===== config.mk =====
export PLATFORM = sky130hd
export DESIGN_NAME = ibex_mem_arbiter
export DESIGN_NICKNAME = d
export VERILOG_FILES = /design/src/rtl/ibex_mem_arb_pkg.sv /design/src/rtl/ibex_mem_arb_id_fifo.sv /design/src/rtl/ibex_mem_arbiter.sv
export SDC_FILE = /design/constraint.sdc
export NUM_CORES = 1
export LEC_CHECK = 0
export BUFFER_PORTS_ARGS = -buffer_cell sky130_fd_sc_hd__buf_2
export CORE_AREA = 2 2 109 111
export CTS_BUF_LIST = sky130_fd_sc_hd__clkbuf_16
export CTS_CLUSTER_SIZE = 24
export DETAILED_ROUTE_END_ITERATION = 10
export DIE_AREA = 0 0 111 113
export SLEW_MARGIN = 20
export SYNTH_ARGS = -nofsm -noshare
export SYNTH_HDL_FRONTEND = slang
export SYNTH_SLANG_ARGS = --single-unit

===== constraint.sdc =====
create_clock -name clk -period 8.56 [get_ports clk]
set_input_delay 2.568 -clock clk [delete_from_list [all_inputs] [get_ports clk]]
set_output_delay 2.568 -clock clk [all_outputs]
set_load 0.005 [all_outputs]

===== src/rtl/ibex_mem_arb_pkg.sv =====
// Shared types for the Ibex instruction/data memory arbiter.
// Contents: owner IDs, arbiter FSM states, bus widths and the round-robin pick.
package ibex_mem_arb_pkg;

    localparam int unsigned ADDR_W = 32;
    localparam int unsigned DATA_W = 32;
    localparam int unsigned BE_W   = 4;

    // Owner ID as stored in the response-ordering FIFO.
    typedef enum logic {
        OWN_INSTR = 1'b0,
        OWN_DATA  = 1'b1
    } owner_e;

    // ARB: owner chosen freely each cycle. HOLD: owner locked until granted.
    typedef enum logic {
        ARB  = 1'b0,
        HOLD = 1'b1
    } arb_state_e;

    // Round-robin pick: on a tie the port that was not granted last wins.
    function automatic owner_e rr_pick(input logic   instr_req,
                                       input logic   data_req,
                                       input owner_e last);
        if (instr_req && data_req) begin
            return (last == OWN_INSTR) ? OWN_DATA : OWN_INSTR;
        end
        if (data_req) begin
            return OWN_DATA;
        end
        return OWN_INSTR;
    endfunction

endpackage


===== src/rtl/ibex_mem_arb_id_fifo.sv =====
// Owner-ID FIFO: remembers which port owns each granted but unanswered
// memory transaction, so in-order responses can be routed back.
// Ports: clk, rst (sync, active-high), push/wdata (1-bit ID), pop/rdata
// (head ID), full, empty.
module ibex_mem_arb_id_fifo #(
    parameter int unsigned DEPTH = 2
) (
    input  logic clk,
    input  logic rst,
    input  logic push,
    input  logic wdata,
    input  logic pop,
    output logic rdata,
    output logic full,
    output logic empty
);

    localparam int unsigned PTR_W = (DEPTH > 1) ? $clog2(DEPTH) : 1;
    localparam int unsigned CNT_W = $clog2(DEPTH + 1);
    localparam int unsigned SLOTS = 1 << PTR_W;

    logic [SLOTS-1:0] mem_q;
    logic [PTR_W-1:0] wr_ptr_q;
    logic [PTR_W-1:0] rd_ptr_q;
    logic [CNT_W-1:0] count_q;
    logic             do_push;
    logic             do_pop;

    function automatic logic [PTR_W-1:0] ptr_inc(input logic [PTR_W-1:0] ptr);
        return (ptr == PTR_W'(DEPTH - 1)) ? '0 : ptr + PTR_W'(1);
    endfunction

    assign full    = (count_q == CNT_W'(DEPTH));
    assign empty   = (count_q == '0);
    assign rdata   = mem_q[rd_ptr_q];
    assign do_push = push & ~full;
    assign do_pop  = pop & ~empty;

    // Storage, pointers and occupancy; simultaneous push/pop keeps the count.
    always_ff @(posedge clk) begin
        if (rst) begin
            mem_q    <= '0;
            wr_ptr_q <= '0;
            rd_ptr_q <= '0;
            count_q  <= '0;
        end else begin
            if (do_push) begin
                mem_q[wr_ptr_q] <= wdata;
                wr_ptr_q        <= ptr_inc(wr_ptr_q);
            end
            if (do_pop) begin
                rd_ptr_q <= ptr_inc(rd_ptr_q);
            end
            if (do_push && !do_pop) begin
                count_q <= count_q + CNT_W'(1);
            end else if (!do_push && do_pop) begin
                count_q <= count_q - CNT_W'(1);
            end
        end
    end

endmodule


===== src/rtl/ibex_mem_arbiter.sv =====
// Arbitrates the Ibex instruction and data ports onto one memory port with
// zero added latency. Requests are forwarded combinationally from the current
// owner; an owner-ID FIFO routes in-order responses back to the right port.
// Ports: clk, rst (sync, active-high); instr_* core instruction port;
// data_* core data port; mem_* shared memory port; protocol_err_o sticky flag
// for a memory response with nothing outstanding.
module ibex_mem_arbiter
    import ibex_mem_arb_pkg::*;
#(
    parameter int unsigned MAX_OUTSTANDING = 2
) (
    input  logic              clk,
    input  logic              rst,

    input  logic              instr_req_i,
    input  logic [ADDR_W-1:0] instr_addr_i,
    output logic              instr_gnt_o,
    output logic              instr_rvalid_o,
    output logic [DATA_W-1:0] instr_rdata_o,
    output logic              instr_err_o,

    input  logic              data_req_i,
    input  logic              data_we_i,
    input  logic [BE_W-1:0]   data_be_i,
    input  logic [ADDR_W-1:0] data_addr_i,
    input  logic [DATA_W-1:0] data_wdata_i,
    output logic              data_gnt_o,
    output logic              data_rvalid_o,
    output logic [DATA_W-1:0] data_rdata_o,
    output logic              data_err_o,

    output logic              mem_req_o,
    output logic              mem_we_o,
    output logic [BE_W-1:0]   mem_be_o,
    output logic [ADDR_W-1:0] mem_addr_o,
    output logic [DATA_W-1:0] mem_wdata_o,
    input  logic              mem_gnt_i,
    input  logic              mem_rvalid_i,
    input  logic [DATA_W-1:0] mem_rdata_i,
    input  logic              mem_err_i,

    output logic              protocol_err_o
);

    arb_state_e state_q, state_d;
    owner_e     hold_owner_q, hold_owner_d;
    owner_e     last_q, last_d;
    logic       protocol_err_q, protocol_err_d;

    owner_e     owner;
    logic       owner_req;
    logic       grant;
    logic       resp_pop;
    logic       fifo_full;
    logic       fifo_empty;
    logic       fifo_head;

    ibex_mem_arb_id_fifo #(
        .DEPTH (MAX_OUTSTANDING)
    ) u_id_fifo (
        .clk   (clk),
        .rst   (rst),
        .push  (grant),
        .wdata (owner),
        .pop   (resp_pop),
        .rdata (fifo_head),
        .full  (fifo_full),
        .empty (fifo_empty)
    );

    // State register.
    always_ff @(posedge clk) begin
        if (rst) begin
            state_q        <= ARB;
            hold_owner_q   <= OWN_INSTR;
            last_q         <= OWN_DATA;
            protocol_err_q <= 1'b0;
        end else begin
            state_q        <= state_d;
            hold_owner_q   <= hold_owner_d;
            last_q         <= last_d;
            protocol_err_q <= protocol_err_d;
        end
    end

    // Ownership, request forwarding, response routing and next state.
    always_comb begin
        state_d        = state_q;
        hold_owner_d   = hold_owner_q;
        last_d         = last_q;
        protocol_err_d = protocol_err_q;

        owner     = (state_q == HOLD) ? hold_owner_q
                                      : rr_pick(instr_req_i, data_req_i, last_q);
        owner_req = (owner == OWN_DATA) ? data_req_i : instr_req_i;

        // Full blocks issue even if a response pops an entry this cycle.
        mem_req_o   = owner_req & ~fifo_full & ~rst;
        grant       = mem_req_o & mem_gnt_i;
        instr_gnt_o = grant & (owner == OWN_INSTR);
        data_gnt_o  = grant & (owner == OWN_DATA);

        if (owner == OWN_DATA) begin
            mem_we_o    = data_we_i;
            mem_be_o    = data_be_i;
            mem_addr_o  = data_addr_i;
            mem_wdata_o = data_wdata_i;
        end else begin
            mem_we_o    = 1'b0;
            mem_be_o    = {BE_W{1'b1}};
            mem_addr_o  = instr_addr_i;
            mem_wdata_o = '0;
        end

        resp_pop       = mem_rvalid_i & ~fifo_empty & ~rst;
        instr_rvalid_o = resp_pop & (fifo_head == OWN_INSTR);
        data_rvalid_o  = resp_pop & (fifo_head == OWN_DATA);
        instr_err_o    = instr_rvalid_o & mem_err_i;
        data_err_o     = data_rvalid_o & mem_err_i;
        instr_rdata_o  = mem_rdata_i;
        data_rdata_o   = mem_rdata_i;
        protocol_err_o = protocol_err_q & ~rst;

        if (mem_rvalid_i && fifo_empty && !rst) begin
            protocol_err_d = 1'b1;
        end

        if (grant) begin
            last_d = owner;
        end

        // Lock the owner while a request waits so the address stays stable.
        case (state_q)
            ARB: begin
                if (mem_req_o && !mem_gnt_i) begin
                    state_d      = HOLD;
                    hold_owner_d = owner;
                end
            end
            HOLD: begin
                if (grant) begin
                    state_d = ARB;
                end
            end
            default: state_d = ARB;
        endcase
    end

endmodule


==> qor.txt <==
run status = finished, final reports clean
first-pass GRT wire length = 8430 µm
WL/cell = 12.9 µm
Leak = 1.24 nW
die area = 12500 µm²
Initial Utilization = 0.145
Main synth FF type = dfxtp_1
Hold Path Class = flip-flop to flip-flop
Post-CTS Hold Buffers = 0
RSZ-0062 raised after global routing = false
Die H = 113 µm
standard-cell rows = 39
Non-Filler Instances = 464
IO Count = 281
DP Cell Count = 460
final hold vios = 0
crit-path leading delay family = buffers and inverters
Post-CTS Resized = 0
#FFs+latches synth = 10
Root Driver = clkbuf_16
antenna-violating nets left = 0
worst path cell trace = buf_2 -> nor2b_1 -> a22oi_2 -> buf_4 -> mux2_2 -> buf_2
Crit path top cell by count = buf_2
critical path class = input pin to output port
vias per inst = 3.74
Yosys Warn Count = 0
wl on met1 = 2280 µm
Syn Nets = 345
Peak Freq = 0.149 GHz
Worst Skew = 0.00394 ns
Post-synth EDFFs = 0
Crit path largest cell delay = 0.61 ns
Final nets = 463
H-Tree Depth = 1
VDD IR max = 0.120 mV
minimum clock period after layout = 6.71 ns
sequential fraction of the synthesis area = 0.123
Slew Viols, Final = 0
final setup violation count = 0
P&R area growth vs syn = 41.5%
Clock Sink Count = 10
Worst Path Buf+Inv = 3
crit-path max FO = 72
Worst EP arrival = 4.14 ns
share of cells above drive strength 1 = 0.713
Worst-Skew Late Latency = 0.24 ns
CTS max path bufs = 2
GP Congestion = 0.795
initial antenna violation count = 0
fin crit share = 0.784
Vias = 1735
Critical Path Source Type = input pin
Max-Cap Viols = 0
Slowest-stage cell, CP = buf_4
Cell variety after synth = 30
uppermost layer routed = met4
power per cell area = 110 nW/µm²
relative slew slack = 0.504
setup TNS = 0 ns
Cell Area, Synth = 1630 µm²
Antenna diodes = 0
Pre-antenna DRT Iters = 4
ys async rst share = 0
CP required = 5.99 ns
Die X = 111 µm
TritonCTS Buffers = 3
Setup Buffers After CTS = 0
drc violations = 0
Synth Instances = 204
GRT Total Usage = 0.0815
HPWL after detailed placement = 5170 µm
syn avg cell area = 8.00 µm²
Crit. End Element = output port
vias in the first global route = 1626
met3 WL = 544 µm
drt total wl = 5970 µm
clock transition at the registers of the reported paths = 0.04 ns
Buffers on Ports = 184
pin count of the biggest net entering global routing = 73
Core Area = 11300 µm²
gr ovfl total = 0
met2 wire length = 3100 µm
worst slew pin tran = 0.744 ns
1st-iter DRT viols = 48
CTS tree = built
through the flow:
step           setup WS (ns)  hold WS (ns)   util  power [mW]  cell area (µm²)
3_5_place_dp            1.84         0.461  0.198       0.171             2230
3_3_place_gp            1.89         0.445  0.198       0.168             2230
6_report                1.85         0.470  0.205       0.253             2310
2_1_floorplan           2.24         0.429      -       0.137             1630
5_1_grt                 1.73         0.493  0.205       0.270             2310
4_1_cts                 1.83         0.471  0.205       0.255             2310
sequential cells by signal, indices dropped and copies added, names as in the netlist, named ones only:
register	cells
hold_owner_q	1
last_q	1
protocol_err_q	1
u_id_fifo.count_q	2
u_id_fifo.mem_q	2
u_id_fifo.rd_ptr_q	1
u_id_fifo.wr_ptr_q	1
layout by cell type, fill, tap and decap left out, drive strengths merged:
cell    netlist  layout
clkinv        0       1
or3           2       2
xor2          2       2
and3b         1       1
nor3b         1       1
or2           4       4
a311oi        1       1
nor2         11      11
a31o          1       1
a21bo         1       1
o21ai         2       2
buf          67     185
mux2i         2       2
nand3         1       1
xnor2         1       1
a2111o        1       1
nor4          1       1
dfxtp        10      10
nand2         3       3
ha            1       1
mux2         34      34
clkbuf        5       3
a21oi         5       5
nor3          2       2
a22oi         1       1
o21bai        1       1
and3          1       1
nor2b        37      37
inv           5       5
final timing paths:
path                  startpoint              endpoint  slack (ns)  cells past startpoint
hold / removal    protocol_err_q        protocol_err_q        0.47                      2
setup reg to reg       flip-flop  u_id_fifo.count_q[1]        6.40                      6
hold reg to reg   protocol_err_q        protocol_err_q        0.47                      2
setup / recovery      data_req_i        mem_addr_o[28]        1.85                      6
layer usage:
| layer | vias to the layer above | global-route usage |
|---|---|---|
| met1 | 775 | 0.0978 |
| met5 | - | 0 |
| met3 | 6 | 0.0209 |
| met2 | 118 | 0.148 |
| li1 | 836 | - |
| met4 | 0 | 0.0150 |
final cells by class:
class,instances,area [µm²]
inverter,5,18.8
tap,143,179
fill,1263,8960
multi-input combinational,117,905
clock buffer,3,75.1
clock inverter,1,3.75
sequential,10,200
timing repair buffer,185,928
cell families after synthesis:
kind of cell | synth area share
DFF | 0.123
xor gates and xnor gates | 0.0161
AOI/OAI and AO/OA | 0.0544
adders and majority gates | 0.00766
buffers and inverters | 0.326
muxes | 0.249
and+or+nand+nor | 0.224
synth_stat cells, types with 3 or more instances:
cell	count	area (µm²)
inv_1	5	18.8
a21oi_1	5	25.0
mux2_2	33	372
buf_2	3	15.0
clkbuf_1	5	18.8
nor2b_1	37	231
or2_2	4	25.0
buf_4	64	480
nor2_1	11	41.3
dfxtp_1	10	200
nand2_1	3	11.3
worst reg2reg max path: stages (launching register included):
cell      delay [ns]
dfxtp_1         0.43
mux2i_1         0.14
a2111o_1        0.49
nor2_1          0.22
ha_1            0.30
or3_1           0.39
a21oi_1         0.14
where the power goes:
part / total (mW) / internal, mW / switching [mW] / leakage (nW)
sequential: 0.0564 / 0.0516 / 0.00482 / 0.0819
clock: 0.0836 / 0.0613 / 0.0223 / 0.0385
combinational: 0.113 / 0.0640 / 0.0490 / 1.12
No activity file was read; power rests on OpenSTA's default activity.
